[src/rtl/stparam_pkg.sv]
// rtl/stparam_pkg.sv - shared types and helpers for the parameter-fetch sequencer
package stparam_pkg;

    localparam int NPAR_MAX = 8;

    typedef enum logic [0:0] {
        ST_IDLE  = 1'b0,
        ST_FETCH = 1'b1
    } stparam_state_t;

    typedef struct packed {
        logic       found;
        logic [2:0] idx;
    } stparam_nsb_t;

    // Lowest set bit of mask at a position >= start (start may be NPAR_MAX).
    function automatic stparam_nsb_t next_set_bit(input logic [NPAR_MAX-1:0] mask,
                                                  input logic [3:0]          start);
        stparam_nsb_t r;
        r.found = 1'b0;
        r.idx   = 3'd0;
        for (int i = NPAR_MAX - 1; i >= 0; i--) begin
            if (mask[i] && (4'(i) >= start)) begin
                r.found = 1'b1;
                r.idx   = 3'(i);
            end
        end
        return r;
    endfunction

endpackage

[src/rtl/stparam_seq_prienc.sv]
// rtl/stparam_seq_prienc.sv - lowest set mask bit at or above a start index
module stparam_prienc
    import stparam_pkg::*;
#(
    parameter int NPAR = 3,
    parameter int IDXW = 2
) (
    input  logic [NPAR-1:0] mask_i,
    input  logic [IDXW:0]   start_i,
    output logic            found_o,
    output logic [IDXW-1:0] idx_o
);

    stparam_nsb_t r;

    always_comb begin
        r       = next_set_bit(NPAR_MAX'(mask_i), 4'(start_i));
        found_o = r.found;
        idx_o   = IDXW'(r.idx);
    end

endmodule

[src/rtl/stparam_seq.sv]
// rtl/stparam_seq.sv - masked NPAR-word blitter parameter fetch sequencer
// Optional ABORT input enabled by defining STPARAM_ABORT_EN.
module stparam_seq
    import stparam_pkg::*;
#(
    parameter int NPAR = 3,
    parameter int IDXW = (NPAR > 1) ? $clog2(NPAR) : 1
) (
    input  logic            CCLK,
    input  logic            SRESET,
    input  logic            RDPAR,
    input  logic [NPAR-1:0] PARMASK,
    input  logic            CYCEND,
    input  logic            ICYCEND,
`ifdef STPARAM_ABORT_EN
    input  logic            ABORT,
`endif
    output logic            PARCRQ,
    output logic [IDXW-1:0] PARIDX,
    output logic [NPAR-1:0] LDPARL,
    output logic            PARDN,
    output logic            PARBUSY
);

    stparam_state_t  state_q, state_d;
    logic [NPAR-1:0] mask_q, mask_d;
    logic [IDXW-1:0] idx_q, idx_d;
    logic [NPAR-1:0] ldparl_q, ldparl_d;
    logic            pardn_q, pardn_d;
    logic            busy_q;
    logic            abort;
    logic            first_found, adv_found;
    logic [IDXW-1:0] first_idx, adv_idx;
    logic [IDXW:0]   adv_start;

`ifdef STPARAM_ABORT_EN
    assign abort = ABORT;
`else
    assign abort = 1'b0;
`endif

    assign adv_start = {1'b0, idx_q} + {{IDXW{1'b0}}, 1'b1};

    stparam_prienc #(.NPAR(NPAR), .IDXW(IDXW)) u_first (
        .mask_i  (PARMASK),
        .start_i ('0),
        .found_o (first_found),
        .idx_o   (first_idx)
    );

    stparam_prienc #(.NPAR(NPAR), .IDXW(IDXW)) u_adv (
        .mask_i  (mask_q),
        .start_i (adv_start),
        .found_o (adv_found),
        .idx_o   (adv_idx)
    );

    always_ff @(posedge CCLK) begin
        if (SRESET) begin
            state_q  <= ST_IDLE;
            mask_q   <= '0;
            idx_q    <= '0;
            ldparl_q <= '1;
            pardn_q  <= 1'b0;
            busy_q   <= 1'b0;
        end else begin
            state_q  <= state_d;
            mask_q   <= mask_d;
            idx_q    <= idx_d;
            ldparl_q <= ldparl_d;
            pardn_q  <= pardn_d;
            busy_q   <= (state_d == ST_FETCH);
        end
    end

    always_comb begin
        state_d = state_q;
        case (state_q)
            ST_IDLE:  if (RDPAR && first_found) state_d = ST_FETCH;
            ST_FETCH: if (abort || (CYCEND && !adv_found)) state_d = ST_IDLE;
            default:  state_d = ST_IDLE;
        endcase
    end

    // Strobe for ICYCEND uses the current idx even when CYCEND advances it on the same edge.
    always_comb begin
        mask_d   = mask_q;
        idx_d    = idx_q;
        ldparl_d = '1;
        pardn_d  = 1'b0;
        if (state_q == ST_IDLE) begin
            if (RDPAR) begin
                mask_d = PARMASK;
                if (first_found) idx_d = first_idx;
                else             pardn_d = 1'b1;
            end
        end else if (!abort) begin
            if (ICYCEND) begin
                for (int i = 0; i < NPAR; i++) begin
                    if (IDXW'(i) == idx_q) ldparl_d[i] = 1'b0;
                end
                pardn_d = !adv_found;
            end
            if (CYCEND && adv_found) idx_d = adv_idx;
        end
    end

    always_comb begin
        PARCRQ = (state_d == ST_FETCH) && !SRESET;
    end

    assign PARIDX  = idx_q;
    assign LDPARL  = ldparl_q;
    assign PARDN   = pardn_q;
    assign PARBUSY = busy_q;

endmodule

[config.mk]
export PLATFORM = sky130hd
export DESIGN_NAME = stparam_seq
export DESIGN_NICKNAME = d
export VERILOG_FILES = /design/src/rtl/stparam_pkg.sv /design/src/rtl/stparam_seq_prienc.sv /design/src/rtl/stparam_seq.sv
export SDC_FILE = /design/constraint.sdc
export NUM_CORES = 1
export LEC_CHECK = 0
export ABC_AREA = 1
export BUFFER_PORTS_ARGS = -buffer_cell sky130_fd_sc_hd__buf_2
export CAP_MARGIN = 0
export CORE_MARGIN = 2
export CORE_UTILIZATION = 43
export CTS_CLUSTER_SIZE = 28
export DETAILED_ROUTE_END_ITERATION = 6
export PLACE_DENSITY = 0.77
export SKIP_CTS_REPAIR_TIMING = 1
export SKIP_LAST_GASP = 1
export SLEW_MARGIN = 40
export SYNTH_ARGS = -nofsm -noshare
export SYNTH_HDL_FRONTEND = slang
export SYNTH_HIERARCHICAL = 1
export SYNTH_SLANG_ARGS = --single-unit
export TNS_END_PERCENT = 100
[constraint.sdc]
create_clock -name CCLK -period 1.3 [get_ports CCLK]
set_input_delay 0.195 -clock CCLK [delete_from_list [all_inputs] [get_ports CCLK]]
set_output_delay 0.195 -clock CCLK [all_outputs]
set_load 0.01 [all_outputs]
-- Word-level counts from Yosys, hierarchy flattened
Index checks and enable logic that the tools add are counted.
- add/subtract/negate cells: 1
- $mul: 0
- div/mod/pow operators: 0
- magnitude comparators: 3
- equal/unequal tests: 3
- shift-type cells: 0
- multiplexer cells: 20
- bitwise operators: 2
- reductions and logical operators: 15
- operators by type and width (operator ; number):
    two-way mux 4 bit ; 6
    two-way mux 1 bit ; 9
    two-way mux 2 bit ; 4
    logical AND 1 bit ; 7
    >= comparator 1 x 3 -> 1 bit, first input constant ; 2
    nonzero test 2 bit ; 2
    adder 2 x 1 -> 3 bit, second input constant ; 1
    >= comparator 2 x 3 -> 1 bit, first input constant ; 1
    AND reduction 3 bit ; 1
    OR reduction 3 bit ; 1
    equality test 1 x 2 -> 1 bit, first input constant ; 1
    equality test 2 bit, first input constant ; 1
    zero test 1 bit ; 2
    zero test 2 bit ; 1
    inequality test 2 x 1 -> 1 bit, second input constant ; 1
    inverter 1 bit ; 2
    one-hot mux 1 bit (2 select lines) ; 1
    AND reduction 2 bit ; 1
- bits in registers: 10
- bits in latches: 0
- memory bits (writable): 0
- memory bits (read-only): 0
- bits of input ports: 8
- output and inout bits: 8
- logic and storage cells: 49
- memories: 0

-- Longest topological paths before layout
Gate-level depths: netlist of the first run.
- depth in word-level cells: 11
- gate-level depth with buffers: 10
- depth with buffers taken out: 10

-- Modules after synthesis
Netlist of the first run, hierarchy kept.
- modules (own cells, without submodules) (module ; times used ; cells an instance ; area each (um2) ; sequential area each (um2)):
    stparam_seq ; 1 ; 58 ; 457.9 ; 200.2
    stparam_prienc ; 2 ; 12 ; 52.6 ; 0.0

-- Least setup slack after synthesis of the first run
No wires, ideal clock.
- path kind: reg-to-output
- from: register idx_q[0], in the netlist PARIDX[0]
- to: output port PARCRQ
- data arrival time: 1450 ps
- data required time: 1105 ps
- slack: -345 ps
- cell stages (with the launch flop): 8
- buffers on the path: 0
- cells stage by stage: dfxtp_1 > inv_1 > ha_1 > nor2_2 > nand2_1 > nand2_1 > o21ai_0 > a21oi_1
- cells in the longest elaborated chain, start to end: 11
- elaborated cells between the ends (all ways): 15
- those cells by class: 1 x add/sub; 3 x order compare; 5 x mux; 6 x reduce/logical
- ends and longest elaborated chain (what ; RTL line ; RTL):
    start: declaration ; stparam_seq.sv:27 ; logic [IDXW-1:0] idx_q, idx_d;
    start signal: assignment ; stparam_seq.sv:69 ; idx_q <= idx_d;
    adder 2 x 1 -> 3 bit (*) ; stparam_seq.sv:42 ; assign adv_start = {1'b0, idx_q} + {{IDXW{1'b0}}, 1'b1};
    net adv_start[0] ; stparam_seq.sv:34 ; logic [IDXW:0] adv_start;
    >= comparator 2 x 3 -> 1 bit ; stparam_pkg.sv:23 ; if (mask[i] && (4'(i) >= start)) begin
    logical AND 1 bit ; stparam_pkg.sv:23 ;
    two-way mux 4 bit (2 in a row) ; stparam_pkg.sv:23 ;
    two-way mux 4 bit (*) ; stparam_pkg.sv:23 ;
    net adv_found ; stparam_seq.sv:32 ; logic first_found, adv_found;
    zero test 1 bit (*) ; stparam_seq.sv:80 ; ST_FETCH: if (abort || (CYCEND && !adv_found)) state_d = ST_IDLE;
    logical AND 1 bit (*) ; stparam_seq.sv:80 ;
    two-way mux 1 bit (*) ; stparam_seq.sv:80 ;
    one-hot mux 1 bit (2 select lines) (*) ; stparam_seq.sv:78 ; case (state_q)
    logical AND 1 bit (*) ; stparam_seq.sv:109 ; PARCRQ = (state_d == ST_FETCH) && !SRESET;
    end: declaration ; stparam_seq.sv:18 ; output logic PARCRQ,
Mark *: on every way through the listed nets, which the timed path passes. The rest lies on a longest branch.

-- Worst setup path in the final report of the first run
Same ends and word-level chain as after synthesis.

==> metrics.cfg, run 1 <==
[die]
rows = 13
dieHeight_um = 40.2
core_region_area_um2 = 1270
start_util_pct = 44.4
ios = 16
die_w_um = 40.2
die_area_um2 = 1610

[synthesis]
ys_seq_elements = 10
async_flop_share_pct = 0
seq_area_frac_synth_pct = 35.6
synth.area.top_cells = dfxtp_1 36%, nand2_1 15%, ha_1 8.9%
yosysTopAreaCellShare_pct = 35.6
ys_warn_count = 6
synth_area_um2 = 563
yosysTopAreaCell = dfxtp_1
synth_edf_count = 0
synthDistinctLibCells = 15
synthTopCellsByCount = 22 x nand2_1, 12 x inv_1, 10 x dfxtp_1
syn_inst = 82
avgSynthCellArea_um2 = 6.87
synth.most_common_cell = nand2_1
ys.flop_type = dfxtp_1

[cells_and_area]
filler_cell_count = 117
multiInputGateArea_um2 = 407
instances_no_fill = 128
antennaDiodeCount = 0
regArea_um2 = 208
synthToLayoutAreaGrowth_pct = 49.3
drive_above_1_share_pct = 40.7
nets = 126

[setup_path]
reg2reg_depth = 10
start_kind = flop
crit_chain = inv_4 > ha_4 > nand2_4 > nand3_4 > nand2_4 > o21ai_2 > a21oi_2 > buf_2
cp_max_fo = 3
critPathSlowestCell = dfxtp_4
worstSetupStartpoint = PARIDX[0]$_SDFFE_PP0P_
criticalPathCategory = flop to output pin
worstReg2RegStart = PARIDX[0]$_SDFFE_PP0P_
endpoint_kind = output pin
critPathMaxStageDelay_ps = 370
critPathRequiredTime_ps = 1110
cpMostUsedCell = nand2_4
arrival_ps = 1540

[sta]
finalHoldViolCount = 0
fin_skew_ps = 5.27
rsz0062_at_grt = yes
layout_setup_ws_ps = -435
whs_ps = 131
period_needed_ps = 1740
fmax_mhz = 576
setup_viol = 4
period_share_pct = 133
drv_slew = 0

[drt]
vias = 575
wire_per_inst_um = 9.91
wl_um = 1270
dr.pass1.iters = 3
final_antenna_net_count = 0
remaining_drc_errors = 0
routed_via_density = 4.49
drtIter0Drc = 6

[power_and_ir_drop]
total_power_mw = 0.795
ir_drop_mv = 0.487
pwr_density_cell_nw_per_um2 = 945
power.leakage_nw = 0.431

[hold_path]
hp-class = input pin to flop
hp-start = SRESET
holdPathStages = 2

[clock_tree]
numCtsBuffers = 3
insertion_delay_ps = 270
cts_sinks = 10
clockBufferDepth = 2
clkTransAtPathRegs_ps = 70
htreeDepth = 1
cts_tree = done
cts_root_buf = clkbuf_4

[placement]
place_hpwl_um = 995
dpl_worst_slack_ps = -113
place.port_buffers = 15
placed_cells = 123
gp_congestion = 0.788

[global_routing]
grt-ovfl-total = 0
grt_pass1_vias = 514
grt_pass1_wl_um = 2000
grt.total_usage_pct = 19.3
antenna_found_initial = 0
grt_max_degree = 8

[flow_run]
drv_cap = 0

[run_status]
status = complete, but fails checks
violations = setup timing

[metrics by stage]
stage	instance area, µm²	utilization (%)	setup TNS (ps)
final	841	66.3	-569
after global routing	841	66.3	-822
after CTS	792	62.4	-532
after detailed placement	766	60.4	-184
after global placement	766	60.4	-141
after floorplan	627	-	-18.5
[layer usage]
metal | wire length [µm] | track usage [%]
met1 | 540 | 21.0
met2 | 669 | 33.9
met3 | 46 | 5.00
met4 | 12 | 10.0
met5 | 0 | 0
[kinds of logic after synthesis]
group | count (synthesis) | share of synthesized area, %
AO/OA/AOI/OAI | 11 | 9.78
adder cells (fa/ha/maj) | 4 | 8.89
buffers and inverters | 13 | 8.67
flip-flops | 10 | 35.6
other | 1 | 0.666
AND/OR/NAND/NOR | 43 | 36.4
[final timing paths]
kind                                  to  slack, ps
setup reg to reg  PARIDX[1]$_SDFFE_PP0P_        -80
hold reg to reg   mask_q[0]$_SDFFE_PP0P_        490
hold / removal        PARBUSY$_SDFF_PP0_        130
setup / recovery                  PARCRQ       -440
[cells in the final DEF, fill, tap and decap left out]
cell	n
nand2_1	18
buf_2	15
inv_1	9
nor2_1	9
dfxtp_1	8
buf_4	7
conb_1	6
a21oi_1	4
o21ai_0	4
nand3_4	3
nand3_1	3
nand2_4	3
ha_1	3
clkbuf_4	3
dfxtp_4	2
inv_4	2
inv_2	2
a21oi_2	2
nand2_2	2
and3_1	2
o21ai_2	1
nand3_2	1
ha_4	1
clkinv_1	1
nor2_4	1
nor2_2	1
[critical path, delay by kind of cell, from the launching register on]
kind                     cells  cell delay, ps
adder cells (fa/ha/maj)      1             290
AO/OA/AOI/OAI                2             230
AND/OR/NAND/NOR              3             200
buffers and inverters        2             180
flip-flops                   1             370
[layout make-up]
type                       count  area share, %
clock buffer                   3           2.68
clock inverter                 1          0.446
inverter                      13           6.40
multi-input combinational     64           48.4
sequential                    10           24.7
tap                           15           2.23
timing repair buffer          22           15.2
[registers in the layout (all words and copies together) (netlist names)]
name	cells
LDPARL	3
mask_q	3
PARIDX	2
PARBUSY	1
PARDN	1
[power breakdown]
part	leakage [nW]	switching, mW	internal (mW)
Sequential	0.0835	0.0184	0.324
Combinational	0.332	0.122	0.101
Clock	0.0154	0.118	0.111
(Power assumes the default switching activity.)
==> run 2, diff against run 1 <==
--- a/config.mk
+++ b/config.mk
@@ -12,7 +12,8 @@
 export CORE_UTILIZATION = 43
 export CTS_CLUSTER_SIZE = 28
 export DETAILED_ROUTE_END_ITERATION = 6
-export PLACE_DENSITY = 0.77
+export MAX_ROUTING_LAYER = met4
+export PLACE_DENSITY = 0.82
 export SKIP_CTS_REPAIR_TIMING = 1
 export SKIP_LAST_GASP = 1
 export SLEW_MARGIN = 40
==> run 2 against run 1 <==
Net effect: the run still ends with setup timing left; routed wire length shrank 1.2%; fmax grew 2.6%; critical path depth is the same; critical path type unchanged; highest routed layer unchanged.
==> metrics.cfg, run 2 (synthesis results as in run 1) <==
[run_status]
status = complete, but fails checks
violations = setup timing

[power_and_ir_drop]
ir_drop_mv = 0.498  ; +2.3%
power.leakage_nw = 0.434  ; +0.59%
pwr_density_cell_nw_per_um2 = 952  ; +0.76%

[setup_path]
reg2reg_depth = 10  ; unchanged
r2r_end = PARIDX[0]$_SDFFE_PP0P_
cp-endpoint = PARCRQ
r2r_slack_ps = -230  ; -150 ps
start_kind = flop
criticalPathCategory = flop to output pin
endpoint_kind = output pin
arrival_ps = 1500  ; -40 ps
worstSetupStartpoint = PARIDX[1]$_SDFFE_PP0P_
critPathRequiredTime_ps = 1110  ; about the same
worstReg2RegStart = PARIDX[1]$_SDFFE_PP0P_
cp_max_fo = 3  ; unchanged

[drt]
dr.pass1.iters = 4  ; +1
routed_via_density = 4.64  ; +3.4%
final_antenna_net_count = 0  ; unchanged
wl_met2_um = 653  ; -2.4%
remaining_drc_errors = 0  ; unchanged
wire_per_inst_um = 9.72  ; -1.9%
dr_wl_met3_um = 52  ; +13%
wl_um = 1250  ; -1.2%
drt-met1-wl_um = 509  ; -5.7%
drtIter0Drc = 18  ; +12
routed.top_layer = met4
vias = 599  ; +4.2%

[clock_tree]
numCtsBuffers = 3  ; unchanged
clockBufferDepth = 2  ; unchanged
cts_root_buf = clkbuf_4
htreeDepth = 1  ; unchanged
cts_sinks = 10  ; unchanged
clkTransAtPathRegs_ps = 70  ; about the same
insertion_delay_ps = 270  ; about the same
cts_tree = done

[sta]
fin_skew_ps = 11.2  ; +5.88 ps
tns_ps = -869  ; -300 ps
rsz0062_at_grt = yes
period_needed_ps = 1690  ; -44.2 ps
period_share_pct = 130  ; -3.4 points
setup_viol = 4  ; unchanged
fmax_mhz = 591  ; +2.6%
drv_slew = 0  ; unchanged
finalHoldViolCount = 0  ; unchanged
layout_setup_ws_ps = -391  ; +44.2 ps

[cells_and_area]
nets = 127  ; +0.79%
filler_cell_count = 119  ; +1.7%
final_cell_mix = 20 x nand2_1, 15 x buf_2, 10 x inv_1, 9 x nor2_1, 8 x dfxtp_1
drive_above_1_share_pct = 39.5  ; -1.2 points
antennaDiodeCount = 0  ; unchanged
layout_commonest_cell = nand2_1
synthToLayoutAreaGrowth_pct = 48.0

[global_routing]
grt-ovfl-total = 0  ; unchanged
grt_max_degree = 8  ; unchanged
antenna_found_initial = 0  ; unchanged
grt_pass1_vias = 449  ; -13%
grt_pass1_wl_um = 1860  ; -7.2%
grt.total_usage_pct = 18.6  ; -0.68 points

[die]
die_area_um2 = 1610  ; unchanged
core_region_area_um2 = 1270  ; unchanged
dieHeight_um = 40.2  ; unchanged
ios = 16  ; unchanged
start_util_pct = 44.4  ; unchanged
rows = 13  ; unchanged
die_w_um = 40.2  ; unchanged

[placement]
gp_congestion = 0.844  ; +7.1%
place.port_buffers = 15  ; unchanged
place_hpwl_um = 981  ; -1.4%
dpl_worst_slack_ps = -110  ; +3.33 ps

[flow_run]
drv_cap = 0  ; unchanged

[hold_path]
hp-class = input pin to flop
holdPathStages = 2  ; unchanged

[run 2: changes by cell type in the layout (fill, tap and decap cells not counted)]
cell,previous run,this run
a21oi_1,4,3
a21oi_2,2,3
buf_6,0,1
inv_1,9,10
inv_2,2,1
nand2_1,18,20
nand2_4,3,1
nand3_2,1,2
nand3_4,3,2
[run 2: metrics by stage]
step                      hold slack [ps]  area, µm²  cells  power (mW)  utilization (%)
after floorplan                       264        627     87       0.468                -
after global placement                409        766    123       0.532             60.4
after detailed placement              411        766    123       0.540             60.4
after CTS                             123        792    127       0.758             62.4
after global routing                  127        833    129       0.842             65.7
final                                 124        833    129       0.793             65.7
[run 2: critical path, cell delays in order (launching register included)]
cell     delay, ps
dfxtp_4        370
inv_4           40
ha_4           240
nor2_4         100
nand2_1         80
nand2_2         80
o21ai_2         60
a21oi_2        120
buf_2          130
[run 2: layout make-up]
| type | count | area (µm²) | area share [%] |
|---|---|---|---|
| multi-input cells | 64 | 388 | 46.5 |
| flip-flops and latches | 10 | 208 | 24.9 |
| repair buffers | 23 | 139 | 16.7 |
| inverters | 13 | 53.8 | 6.46 |
| clock buffers | 3 | 22.5 | 2.70 |
| well taps | 15 | 18.8 | 2.25 |
| clock inverters | 1 | 3.75 | 0.450 |
[run 2: worst min path at each step]
stage,start,to
after CTS,SRESET,PARBUSY$_SDFF_PP0_
after global routing,SRESET,PARBUSY$_SDFF_PP0_
after detailed placement,SRESET,PARBUSY$_SDFF_PP0_
after global placement,SRESET,PARBUSY$_SDFF_PP0_
final,SRESET,PARBUSY$_SDFF_PP0_
after floorplan,SRESET,PARBUSY$_SDFF_PP0_
[run 2: routing by layer]
metal	vias to the layer above	global-route usage, %
met4	0	15.0
met1	261	19.5
met5	-	-
met3	5	3.33
met2	19	30.2
li1	314	-
[run 2: where the power goes]
| part | switching, mW | internal [mW] |
|---|---|---|
| Clock | 0.112 | 0.111 |
| Combinational | 0.120 | 0.109 |
| Sequential | 0.0176 | 0.324 |
